### config.mk
export PLATFORM = sky130hd
export DESIGN_NAME = rgmii_rx_frame
export DESIGN_NICKNAME = d
export VERILOG_FILES = /design/src/rtl/rgmii_rx_frame.sv
export SDC_FILE = /design/constraint.sdc
export NUM_CORES = 1
export LEC_CHECK = 0
export BUFFER_PORTS_ARGS = -buffer_cell sky130_fd_sc_hd__buf_2
export CAP_MARGIN = 20
export CORE_ASPECT_RATIO = 1.5
export CORE_MARGIN = 5
export CORE_UTILIZATION = 45
export DETAILED_ROUTE_END_ITERATION = 10
export PLACE_DENSITY = 0.68
export SLEW_MARGIN = 10
export SYNTH_ARGS = -nofsm -noshare
export SYNTH_HDL_FRONTEND = slang
export SYNTH_SLANG_ARGS = --single-unit
### constraint.sdc
create_clock -name clk -period 4.7 [get_ports clk]
set_input_delay 0.235 -clock clk [delete_from_list [all_inputs] [get_ports clk]]
set_output_delay 0.235 -clock clk [all_outputs]
set_load 0.02 [all_outputs]
### src/rtl/rgmii_rx_frame.sv
// RGMII receive framer: preamble/SFD hunt, FCS stripping via a 5-byte delay line, length/error
// qualification and saturating frame counters. Define RX_CRC_CHECK_EN to add the CRC-32 residue check.
//
// state    | meaning
// ---------+-----------------------------------------------------------
// IDLE     | waiting for rx_dv with a preamble byte
// PREAMBLE | inside the 0x55 run, waiting for the 0xD5 SFD
// DATA     | frame body; bytes pass through the 5-byte delay line
// DROP     | discarding the rest of a rejected or truncated frame
module rgmii_rx_frame #(
    parameter int MIN_LEN = 64,
    parameter int MAX_LEN = 1518
) (
    input  logic        clk,
    input  logic        reset_n,
    input  logic [7:0]  rx_data,
    input  logic [1:0]  rx_ctl,
    output logic [7:0]  out_data,
    output logic        out_valid,
    output logic        out_sof,
    output logic        out_eof,
    output logic        out_err,
    output logic [15:0] frames_ok,
    output logic [15:0] frames_bad
);

    localparam int          DEPTH = 5;
    localparam logic [10:0] MIN_L = 11'(MIN_LEN);
    localparam logic [10:0] MAX_L = 11'(MAX_LEN);

    typedef enum logic [1:0] {S_IDLE, S_PREAMBLE, S_DATA, S_DROP} state_t;

    state_t      state;
    state_t      state_nxt;
    logic        rx_dv;
    logic        rx_er;
    logic [7:0]  dline [DEPTH];
    logic [2:0]  fill;
    logic        full;
    logic [10:0] len;
    logic        er_seen;
    logic        sof_pending;
    logic        crc_bad;
    logic        emit;
    logic        emit_eof;
    logic        emit_err;
    logic        short_bad;

    assign rx_dv = rx_ctl[1];
    assign rx_er = rx_ctl[1] ^ rx_ctl[0];
    assign full  = (fill == 3'(DEPTH));

    always_ff @(posedge clk or negedge reset_n) begin
        if (!reset_n) begin
            state <= S_IDLE;
        end else begin
            state <= state_nxt;
        end
    end

    always_comb begin
        state_nxt = state;
        case (state)
            S_IDLE: begin
                if (rx_dv) begin
                    state_nxt = (rx_data == 8'h55) ? S_PREAMBLE : S_DROP;
                end
            end
            S_PREAMBLE: begin
                if (!rx_dv) begin
                    state_nxt = S_IDLE;
                end else if (rx_data == 8'hD5) begin
                    state_nxt = S_DATA;
                end else if (rx_data != 8'h55) begin
                    state_nxt = S_DROP;
                end
            end
            S_DATA: begin
                if (!rx_dv) begin
                    state_nxt = S_IDLE;
                end else if (len == MAX_L) begin
                    state_nxt = S_DROP;
                end
            end
            S_DROP: begin
                if (!rx_dv) begin
                    state_nxt = S_IDLE;
                end
            end
            default: state_nxt = S_IDLE;
        endcase
    end

    // Decides what the delay line releases this cycle; results are registered below.
    always_comb begin
        emit      = 1'b0;
        emit_eof  = 1'b0;
        emit_err  = 1'b0;
        short_bad = 1'b0;
        if (state == S_DATA) begin
            if (rx_dv) begin
                if (len == MAX_L) begin
                    if (full) begin
                        emit     = 1'b1;
                        emit_eof = 1'b1;
                        emit_err = 1'b1;
                    end else begin
                        short_bad = 1'b1;
                    end
                end else if (full) begin
                    emit = 1'b1;
                end
            end else begin
                if (full) begin
                    emit     = 1'b1;
                    emit_eof = 1'b1;
                    emit_err = er_seen | (len < MIN_L) | crc_bad;
                end else begin
                    short_bad = 1'b1;
                end
            end
        end
    end

    always_ff @(posedge clk or negedge reset_n) begin
        if (!reset_n) begin
            fill        <= '0;
            len         <= '0;
            er_seen     <= 1'b0;
            sof_pending <= 1'b1;
            for (int i = 0; i < DEPTH; i++) begin
                dline[i] <= 8'h00;
            end
        end else if (state != S_DATA) begin
            fill        <= '0;
            len         <= '0;
            er_seen     <= 1'b0;
            sof_pending <= 1'b1;
        end else if (rx_dv) begin
            dline[0] <= rx_data;
            for (int i = 1; i < DEPTH; i++) begin
                dline[i] <= dline[i-1];
            end
            if (!full) begin
                fill <= fill + 3'd1;
            end
            len <= len + 11'd1;
            if (rx_er) begin
                er_seen <= 1'b1;
            end
            if (emit) begin
                sof_pending <= 1'b0;
            end
        end
    end

`ifdef RX_CRC_CHECK_EN
    logic [31:0] crc;

    function automatic logic [31:0] crc_byte(input logic [31:0] c, input logic [7:0] d);
        logic [31:0] r;
        r = c;
        for (int i = 0; i < 8; i++) begin
            r = (r[0] ^ d[i]) ? ((r >> 1) ^ 32'hEDB88320) : (r >> 1);
        end
        return r;
    endfunction

    always_ff @(posedge clk or negedge reset_n) begin
        if (!reset_n) begin
            crc <= 32'hFFFF_FFFF;
        end else if (state != S_DATA) begin
            crc <= 32'hFFFF_FFFF;
        end else if (rx_dv) begin
            crc <= crc_byte(crc, rx_data);
        end
    end

    // Register is kept LSB-first; 0xDEBB20E3 is the bit-reversed form of residue 0xC704DD7B.
    assign crc_bad = (crc != 32'hDEBB_20E3);
`else
    assign crc_bad = 1'b0;
`endif

    always_ff @(posedge clk or negedge reset_n) begin
        if (!reset_n) begin
            out_data   <= 8'h00;
            out_valid  <= 1'b0;
            out_sof    <= 1'b0;
            out_eof    <= 1'b0;
            out_err    <= 1'b0;
            frames_ok  <= 16'h0000;
            frames_bad <= 16'h0000;
        end else begin
            out_valid <= emit;
            out_sof   <= emit & sof_pending;
            out_eof   <= emit & emit_eof;
            out_err   <= emit & emit_eof & emit_err;
            if (emit) begin
                out_data <= dline[DEPTH-1];
            end
            if (emit && emit_eof && !emit_err && frames_ok != 16'hFFFF) begin
                frames_ok <= frames_ok + 16'd1;
            end
            if (((emit && emit_eof && emit_err) || short_bad) && frames_bad != 16'hFFFF) begin
                frames_bad <= frames_bad + 16'd1;
            end
        end
    end

endmodule

Word-level counts from Yosys, hierarchy flattened. Index checks and enable logic that the tools add are counted.

Flip-flop bits (word level): 102. Input port bits: 12. Output and inout bits: 44. Logic and storage cells: 92.

$add $sub $neg: 4. $lt $le $gt $ge: 1. Equality and inequality tests: 16. Multiplexer cells: 32. Bitwise logic cells: 6. Reductions and logical operators: 16.

Operators by type and width (number): $add A16 B1 Y16 const B (2); $ne A16 B16 Y1 const B (2); $mux W11 (2); $mux W1 (18); $mux W2 (8); $add A11 B1 Y11 const B (1); $eq A11 B11 Y1 const B (1); $lt A11 B7 Y1 const B (1); $mux W3 (3); $eq A8 B7 Y1 const B (1); $eq A8 B8 Y1 const B (1); $ne A8 B7 Y1 const B (1); $pmux W2 S4 (1); $reduce_and A2 Y1 (4); $ne A2 B2 Y1 const B (3); $reduce_bool A2 Y1 (3); $logic_and A1 B1 Y1 (5); $eq A2 B2 Y1 const B (2); $ne A4 B4 Y1 const B (1); $reduce_and A4 Y1 (1); $add A3 B1 Y3 const B (1); $and A1 B1 Y1 (3); $eq A3 B3 Y1 const B (1); $ne A3 B3 Y1 const B (1); 8 further kinds (8).

Longest topological paths before layout.
Word-level depth: 9. Gate-level depth with buffers: 8. Gate-level depth less buffers: 8.

Worst setup path before layout. OpenSTA, ideal clock, no wires.

Path kind: register to register. From: reg len[8]. To: reg frames_bad[14]. Arrival: 1879 ps. Required time: 4572 ps. Path slack: 2693 ps. Stages on the path, launching flop included: 6. Buffers on the path: 0. Cell sequence: dfrtp_1 > or3_4 > or3_4 > a211oi_4 > nand4_1 > mux2_1.

Word-level cells in the longest chain between the ends: 8.

RTL lines: start, declared (line 40) `logic [10:0] len;`; start signal, assigned (line 147) `len <= len + 11'd1;`; $lt A11 B7 Y1 or $eq A11 B11 Y1 (tied branches) (line 117, 102); $or A1 B1 Y1 or $mux W1 (tied branches) (line 117, 102); $mux W1 (on tied branches) (line 114, 101); $mux W1 (on tied branches) (line 101, 100); $mux W1 or $logic_and A1 B1 Y1 (tied branches) (line 100, 205); $logic_and A1 B1 Y1 (line 205) `if (((emit && emit_eof && emit_err) || short_bad) && frames_bad != 16'hFFFF) begin`; $logic_or A1 B1 Y1 (*) (line 205); $logic_and A1 B1 Y1 (*) (line 205); end signal, assigned (line 206) `frames_bad <= frames_bad + 16'd1;`; end, declared (line 24) `output logic [15:0] frames_bad`.

Mark *: on every way between the ends. The rest lies on a longest branch, timed or not. A chain may end at the register's enable or synchronous reset.

Worst setup path in the final report.
From: reg state[1]. To: reg frames_ok[13].

Word-level cells in the longest chain between the ends: 5.

RTL lines: start, declared (line 33) `state_t state;`; start signal, assigned (line 57) `state <= state_nxt;`; $eq A2 B2 Y1 (*) (line 100) `if (state == S_DATA) begin`; $mux W1 (line 100); $logic_and A1 B1 Y1 or $logic_not A1 Y1 (tied branches) (line 202) `if (emit && emit_eof && !emit_err && frames_ok != 16'hFFFF) begin`; $logic_and A1 B1 Y1 (*) (2 in a row) (line 202); end signal, assigned (line 203) `frames_ok <= frames_ok + 16'd1;`; end, declared (line 23) `output logic [15:0] frames_ok,`.

Marks and branches as above.

==> results.yml <==
sta:
  layout_min_cycle_time_ps: 2510
  skew_ps: 8.33
  holdWs_ps: 131
  max-slew-margin-rel_pct: 46.6
  worstMarginPinSlew_ps: 801
  period_share_pct: 53.4
  fin_setup_tns_ps: 0
  setup_viol: 0
  rsz0062_at_grt: "no"
  hold_viol: 0
  fmax_ghz: 0.398
  drv_slew: 0
routing:
  drc: 0
  drt-initial-drc-count: 108
  via_per_inst: 5.22
  drt_wl_total_um: 7940
  drtAntennaViolNets: 0
  drtPass1Iterations: 4
  wl_per_cell_um: 14.6
  vias: 2833
clock_network:
  clock_latency_ps: 340
  path_clk_slew_ps: 70
  clock_path_buffers: 2
  cts-root-buf: "clkbuf_16"
  cts_sinks: 102
  post_cts_resized: 0
  hold_buffers: 1
  numCtsBuffers: 9
  h-tree-depth: 3
  cts_tree: "yes"
  post_cts_buffers: 0
power:
  vdd_drop_max_uv: 209
  power_density_nw_per_um2: 427
  p_leak_nw: 2.48
flow_run:
  max-cap-violations: 0
hold_path:
  min_path_type: "primary input to register"
  whs_path_depth: 2
setup_path:
  startpoint_type: "register"
  rr_worst_depth: 7
  critPathCaptureType: "register"
  critPathKind: "register to register"
  regToRegSetupSlack_ps: 2190
  crit_arrival_ps: 2740
  cp_max_fo: 12
  required_ps: 4930
die:
  die_area_um2: 11800
  chipHeight_um: 131
  rows: 44
  initial_utilization_pct: 45.6
  core_um2: 9580
  num_io_pins: 56
  die_width_um: 90.5
grt:
  antenna_found_initial: 0
  track_usage_pct: 14.5
  grt_pass1_vias: 2972
  grt_overflow: 0
  grt_pass1_wl_um: 13800
  grt_max_degree: 66
synth:
  synthCells: 366
  ys_types: 38
  seq_area_frac_synth_pct: 58.4
  avgSynthCellArea_um2: 11.9
  ys_seq_elements: 102
  yosysWarningCount: 0
  synth_fp_nets: 384
  syn_area_um2: 4370
layout:
  syn2layout_area_growth_pct: 16.2
  drive_gt1_share_pct: 27.6
  diodes: 0
  fillers: 871
  multiInputGateArea_um2: 1730
  seqCellArea_um2: 2550
  nNetsFinal: 441
place:
  gp_congestion: 0.761
  dp.final_hpwl_um: 5660
  port_buffers: 55
outcome:
  status: "completed"
==> per-layer routing <==
metal	global-route usage, %	part of all wire [%]	up-vias
li1	-	-	1372
met1	17.3	43	1404
met2	24.5	51	44
met3	3.09	3.2	13
met4	7.89	2.7	0
met5	0	0	-
==> per-stage QoR <==
step                      util [%]  power (W)  std cells  instance area [µm²]  setup WS [ps]
after global placement        49.6    0.00140        526                 4750           2280
after detailed placement      49.6    0.00142        526                 4750           2150
after floorplan                  -    0.00132        366                 4370           2690
after global routing          53.0    0.00227        543                 5080           1860
after CTS                     53.0    0.00219        543                 5080           2150
final                         53.0    0.00217        543                 5080           2190
==> where the power goes <==
part           internal [W]  switching [W]  total (W)
Sequential          0.00104      0.0000927    0.00113
Combinational      0.000149       0.000116   0.000264
Clock              0.000436       0.000338   0.000774
Total               0.00162       0.000547    0.00217
==> layout make-up <==
cell class | instances | share of cell area (%)
Timing Repair Buffer | 58 | 5.96
Inverter | 8 | 0.591
Multi-Input combinational cell | 244 | 34.1
Sequential cell | 102 | 50.3
Clock inverter | 6 | 1.48
Tap cell | 115 | 2.83
Clock buffer | 10 | 4.71
==> placed cells by master, fill, tap and decap left out, types with 2 or more instances in the layout <==
cell / n
a211oi_1: 3
a21oi_1: 4
and2_1: 4
and3_1: 12
and4_1: 2
and4b_1: 2
buf_2: 54
buf_4: 3
clkbuf_16: 9
dfrtp_1: 101
ha_1: 6
inv_1: 7
inv_6: 2
mux2_1: 5
mux2_2: 40
nand2_1: 43
nand2b_1: 3
nand3_1: 28
nand4_1: 10
nand4b_1: 2
nor2_1: 23
nor3_1: 6
nor4b_1: 2
or3_4: 2
xnor2_1: 25
xor2_1: 12
==> critical path, cell delays in order, from the launching register on <==
cell and delay, ps:
dfrtp_1 370, nor2b_1 270, nand3_1 350, clkinv_1 310, o311ai_1 170, a211oi_1 590, nand3_1 180, xnor2_1 160
==> flip-flops by register name, indices dropped and copies added (netlist names) <==
name	flops
dline	40
er_seen	1
fill	3
frames_bad	16
frames_ok	16
len	11
out_data	8
out_eof	1
out_err	1
out_sof	1
out_valid	1
sof_pending	1
state	2
==> synthesized netlist by cell type, drive strengths merged <==
library cell,count,share of area (%)
nor3b,1,0.17
nand2b,3,0.43
dfstp,1,0.60
dfrtp,101,58
buf,2,0.34
and4b,2,0.46
nand4,10,1.4
a21boi,1,0.17
o21a,1,0.17
xnor2,25,5.0
o31a,1,0.20
nand3,28,3.2
and4,2,0.40
a211oi,4,0.97
clkinv,1,0.086
o311a,1,0.23
nor3,6,0.69
o311ai,1,0.20
mux2,45,12
ha,6,1.7
xor2,12,2.4
nor2b,1,0.14
a21oi,4,0.46
o31ai,1,0.17
nor4b,2,0.40
clkbuf,10,0.89
nand4b,2,0.40
inv,7,0.60
and2,4,0.57
and3,12,1.7
or3,2,0.52
nor2,23,2.0
nand2,44,3.8
==> path summary, 6_finish.rpt <==
kind	startpoint	end
setup / recovery	state[1]	frames_ok[13]
hold / removal	rx_data[5]	dline[37]
setup reg to reg	state[1]	frames_ok[13]
hold reg to reg	sof_pending	sof_pending
max in group asynchronous	reset_n	frames_bad[11]
min in group asynchronous	reset_n	frames_ok[0]
==> cell families after synthesis <==
kind of cell / share of synthesized area, %
fa+ha+maj: 1.72
xor+xnor: 7.41
mux: 11.6
simple gates: 16.3
compound gates: 2.58
buf+inv: 1.92
flops: 58.4
Power figures use the tool's default switching activity.
